File: src/rtl/branch_resolve_unit.sv
// Branch resolve unit: resolves each branch or jump leaving EX against the
// prediction carried from fetch. It raises a one-cycle fetch redirect on a
// mispredict and drives the BTB write port. It also owns the 2-bit branch
// history table that fetch reads, and the branch/mispredict counters.
module branch_resolve_unit #(
    parameter int ENTRY = 32,
    parameter int INDEX = 5,
    parameter int PC_W  = 12,
    parameter int CNT_W = 16
) (
    input  logic             clk,
    input  logic             reset,
    input  logic [PC_W-1:0]  pc_in,
    output logic             bht_taken,
    input  logic             ex_valid,
    input  logic             ex_flush,
    input  logic             stall,
    input  logic             ex_is_branch,
    input  logic             ex_is_jump,
    input  logic [PC_W-1:0]  ex_pc,
    input  logic             ex_taken,
    input  logic [PC_W-1:0]  ex_target,
    input  logic             ex_pred_hit,
    input  logic             ex_pred_taken,
    input  logic [PC_W-1:0]  ex_pred_target,
    output logic [PC_W-1:0]  ex_mem_pc,
    output logic [1:0]       update_btb,
    output logic [PC_W-1:0]  actual_target,
    output logic             redirect_valid,
    output logic [PC_W-1:0]  redirect_pc,
    output logic [CNT_W-1:0] branch_count,
    output logic [CNT_W-1:0] mispredict_count
);

    typedef enum logic [1:0] {
        BTB_NONE  = 2'b00,
        BTB_WRITE = 2'b01,
        BTB_CLEAR = 2'b10
    } btb_op_e;

    logic [1:0]       bht [ENTRY];
    logic [INDEX-1:0] fetch_idx;
    logic [INDEX-1:0] ex_idx;
    logic [1:0]       bht_cur;
    logic [1:0]       bht_next;
    logic             act;
    logic             is_cond;
    logic             actual_taken;
    logic             target_diff;
    logic             mispredict;
    logic [PC_W-1:0]  next_pc;
    btb_op_e          btb_op;
    logic             unused_pc_in_bits;

    // Fetch only indexes with the word-aligned low bits of its PC.
    assign fetch_idx         = pc_in[INDEX+1:2];
    assign unused_pc_in_bits = ^{pc_in[PC_W-1:INDEX+2], pc_in[1:0]};
    assign bht_taken         = bht[fetch_idx][1];
    assign ex_idx            = ex_pc[INDEX+1:2];
    assign bht_cur           = bht[ex_idx];

    // Decode the EX instruction into its real outcome and the actions it triggers.
    always_comb begin
        // NOTE: every signal driven here gets a default first, so no path can infer a latch.
        act          = 1'b0;
        is_cond      = 1'b0;
        actual_taken = 1'b0;
        target_diff  = 1'b0;
        mispredict   = 1'b0;
        next_pc      = '0;
        btb_op       = BTB_NONE;
        bht_next     = bht_cur;

        act          = ex_valid & ~ex_flush & ~stall & (ex_is_branch | ex_is_jump);
        // An instruction flagged as both a branch and a jump behaves as a jump.
        is_cond      = ex_is_branch & ~ex_is_jump;
        actual_taken = ex_is_jump | ex_taken;
        target_diff  = (ex_pred_target != ex_target);

        if (actual_taken) begin
            mispredict = ~ex_pred_taken | target_diff;
            next_pc    = ex_target;
        end else begin
            mispredict = ex_pred_taken;
            next_pc    = ex_pc + PC_W'(4);
        end

        // Install or fix the BTB entry when a taken target is not in the BTB.
        // Drop the entry once a cold branch falls through.
        if (actual_taken && (!ex_pred_hit || target_diff)) begin
            btb_op = BTB_WRITE;
        end else if (!actual_taken && ex_pred_hit && is_cond && (bht_cur <= 2'b01)) begin
            btb_op = BTB_CLEAR;
        end

        if (actual_taken) begin
            bht_next = (bht_cur == 2'b11) ? 2'b11 : bht_cur + 2'd1;
        end else begin
            bht_next = (bht_cur == 2'b00) ? 2'b00 : bht_cur - 2'd1;
        end
    end

    // Register the resolved result toward MEM. A non-act cycle cancels only the pulses.
    always_ff @(posedge clk) begin
        // NOTE: sequential state uses non-blocking assignments, so every flop samples pre-edge values.
        if (reset) begin
            ex_mem_pc      <= '0;
            actual_target  <= '0;
            redirect_pc    <= '0;
            update_btb     <= BTB_NONE;
            redirect_valid <= 1'b0;
        end else if (act) begin
            ex_mem_pc      <= ex_pc;
            actual_target  <= ex_target;
            redirect_pc    <= next_pc;
            update_btb     <= btb_op;
            redirect_valid <= mispredict;
        end else begin
            update_btb     <= BTB_NONE;
            redirect_valid <= 1'b0;
        end
    end

    // Train the history table on resolved conditional branches. Jumps leave it alone.
    always_ff @(posedge clk) begin
        // NOTE: this small table is built from flops, so it can be reset; a RAM-backed array could not.
        if (reset) begin
            for (int i = 0; i < ENTRY; i++) begin
                bht[i] <= 2'b01;
            end
        end else if (act && is_cond) begin
            bht[ex_idx] <= bht_next;
        end
    end

    // Saturating performance counters.
    always_ff @(posedge clk) begin
        if (reset) begin
            branch_count     <= '0;
            mispredict_count <= '0;
        end else if (act) begin
            if (branch_count != '1) begin
                branch_count <= branch_count + CNT_W'(1);
            end
            if (mispredict && (mispredict_count != '1)) begin
                mispredict_count <= mispredict_count + CNT_W'(1);
            end
        end
    end

endmodule

File: config.mk
export PLATFORM = sky130hd
export DESIGN_NAME = branch_resolve_unit
export DESIGN_NICKNAME = d
export VERILOG_FILES = /design/src/rtl/branch_resolve_unit.sv
export SDC_FILE = /design/constraint.sdc
export NUM_CORES = 1
export LEC_CHECK = 0
export ABC_AREA = 1
export CAP_MARGIN = 0
export CORE_AREA = 5 5 175 135
export DETAILED_ROUTE_END_ITERATION = 10
export DIE_AREA = 0 0 180 140
export PLACE_DENSITY_LB_ADDON = 0.2
export SETUP_SLACK_MARGIN = 0.3
export SLEW_MARGIN = 5
export SYNTH_ARGS = -nofsm -noshare
export SYNTH_HDL_FRONTEND = slang
export SYNTH_SLANG_ARGS = --single-unit
File: constraint.sdc
create_clock -name clk -period 2.2 [get_ports clk]
set_clock_uncertainty 0.1 [all_clocks]
set_input_delay 0.22 -clock clk [delete_from_list [all_inputs] [get_ports clk]]
set_output_delay 0.22 -clock clk [all_outputs]
set_load 0.005 [all_outputs]
==> impl_metrics.toml, run 1 <==
[grt]
grt_pass1_vias = 6951
grt-ovfl-total = 0
grt_max_degree = 77
grt-busiest-layer = "met2"
antenna_found_initial = 0
grt_use_met3 = 0.04406
grt.met1_usage = 0.2774
grt_use_total = 0.1898
grtUsageMet2 = 0.2819
grt_pass1_wl_um = 38360

[final_layout]
drive_above_1_share = 0.1744
num-fill-cells = 2093
syn_to_final_growth_pct = 44.47
seq_area_um2 = 3349
nNetsFinal = 1295
n_antenna_cell = 0
post-route-util = 0.4940
multiInputGateArea_um2 = 3556

[synth]
synth_area_leaders = "edfxtp_1 (26%), dfxtp_1 (19%), nand2_1 (15%), inv_1 (6.3%), nor2_1 (5.2%)"
ys_seq_area_frac = 0.4506
synth_commonest_cells = "nand2_1 (292), inv_1 (124), nor2_1 (102)"
yosys.area.top_type_share = 0.2590
synth-seq-cells = 135
synth_warnings = 0
synth_area_per_cell_um2 = 7.253
yosysMostFrequentCell = "nand2_1"
synthFlopType = "dfxtp_1"
syn_nets = 1087
yosys.area.top_type = "edfxtp_1"
synth-async-reset-ratio = 0
syn_inst = 1023
synth_edf_count = 64
netlist_area_um2 = 7420
yosysUniqueCellTypes = 35

[timing]
rsz0062_at_grt = "true"
period_needed_ps = 2008
fmax_mhz = 497.9
relSlewSlack = 0.7517
finalSetupViolCount = 0
hold_violations = 0
drv_slew = 0
finalSetupTns_ps = 0
worst_slew_pin_slew_ps = 372.4
fin_crit_sh = 0.9129

[clock_tree]
path_clk_slew_ps = 60
cts_tree = "yes"
cts_buffers = 17
cts-root-buf = "clkbuf_16"
clk_path_buf_depth = 2
clk_latency_ps = 430
hold_buffers = 0
numClockSinks = 135
h-tree-depth = 4

[pwr]
vdd_drop_max_mv = 0.4697
p_leak_nw = 4.447
p_per_area_nw_per_um2 = 620.6
power_w = 0.006652

[floorplanning]
dieArea_um2 = 25200
io_pins = 130
die_h_um = 140
die_w_um = 180
start_util = 0.3419
coreArea_um2 = 21700
rows = 47

[setup_path]
critical_path_required_ps = 1880
criticalPathCategory = "flop to primary output"
path_max_fanout = 2
critPathLaunchType = "flop"
cp-end-kind = "primary output"
crit_arrival_ps = 1690

[placement]
numPortBuffers = 122
place_congestion = 0.8505
hpwlAfterDp_um = 16770

[job]
cap_violations = 0

[detailed_routing]
vias = 7498
vias_per_cell = 4.875
wl_um = 24660
drc = 0
drtIter0Drc = 517
ant_nets = 0
wl_per_cell_um = 16.03
firstDrtPassIters = 5

[status]
run_status = "complete, no violations"

[worst_hold_path]
min_path_type = "primary input to flop"
-- registers in the layout, indices dropped and copies added (netlist names) --
name and cells:
bht 64, branch_count 16, mispredict_count 16, actual_target 12
ex_mem_pc 12, redirect_pc 12, update_btb 2, redirect_valid 1
-- power by group --
group,internal [W],switching [W],leakage [nW]
sequential,0.00268,0.0000325,1.14
clock,0.00179,0.00114,0.296
combinational,0.000459,0.000546,3.01
-- critical path, cell delays in order, from the launching register on --
cell	delay, ps
edfxtp_1	420
buf_4	160
a21oi_2	120
o21ai_1	80
a21oi_2	180
o21ai_1	80
nand2_1	60
nand2_1	50
buf_2	120
-- cell families (layout without fill, tap and decap cells) --
group           count (synthesis)  count (layout)  synth area share
buf+inv                       177             398           0.09511
compound gates                158             158            0.1106
flops                         135             135            0.4506
fa+ha+maj                       6               6           0.01012
xor+xnor                       19              19           0.02243
simple gates                  528             528            0.3111
-- worst paths after layout --
path / from / endpoint / slack, ps / cells after the start
worst min-delay path: ex_pc[6] / ex_mem_pc[6]$_SDFFE_PP0P_ / 280 / 4
worst max-delay path: bht[15][1]$_SDFFCE_PN0P_ / bht_taken / 190 / 8
worst max register to register: bht[15][1]$_SDFFCE_PN0P_ / bht[0][1]$_SDFFCE_PN0P_ / 200 / 15
worst min register to register: redirect_pc[11]$_SDFFE_PP0P_ / redirect_pc[11]$_SDFFE_PP0P_ / 370 / 2
-- per-stage QoR --
stage               hold slack, ps  worst slack [ps]  area (um2)  instances
detailed placement           364.6            -343.3        9659       1490
finish                       275.1             191.7       10720       1538
global placement             356.5            -356.7        9659       1490
CTS                          261.3             246.8       10460       1533
global route                 287.3             106.4       10720       1538
floorplan                    225.1             342.7        7420       1023
-- layer usage --
metal | routed length (um) | up-vias
li1 | - | 3757
met2 | 10740 | 225
met3 | 1558 | 29
met5 | 0 | -
met1 | 12030 | 3487
met4 | 328 | 0
-- repair_timing --
action                     CTS  global route
setup buffers                7             3
resized for setup           49            57
gates cloned                 4             2
pin swaps                   19            11
setup endpoints to repair  110           157
-- layout make-up --
class	instances	area share
flip-flops and latches	135	0.3125
repair buffers	237	0.2191
clock inverters	9	0.007937
clock buffers	23	0.04868
well taps	294	0.03432
inverters	128	0.04506
repair inverters	1	0.0007004
multi-input cells	711	0.3317
-- layout by cell type, fill, tap and decap left out, types with 12 or more instances in the layout --
cell             synthesis  layout
a21oi_1                 69      65
clkdlybuf4s50_1          0     114
buf_12                   0      12
nand3_1                 47      46
inv_2                    4      12
dfxtp_1                 71      68
nor2_1                 102      82
nor2_2                   2      16
edfxtp_1                64      64
o21ai_1                  1      16
nand3b_1                35      35
nand2_2                  2      15
o21ai_0                 74      59
nand4_1                 27      27
inv_1                  124     115
buf_4                    8      92
xor2_1                  13      13
nand2_1                292     278
clkbuf_16                0      22
(Power assumes the default switching activity.)
==> inputs of run 2 (changes only) <==
- CTS_CLUSTER_SIZE: unset -> 20
==> results of run 2 <==
The final DEF is identical to that of run 1; final timing and power are the same.
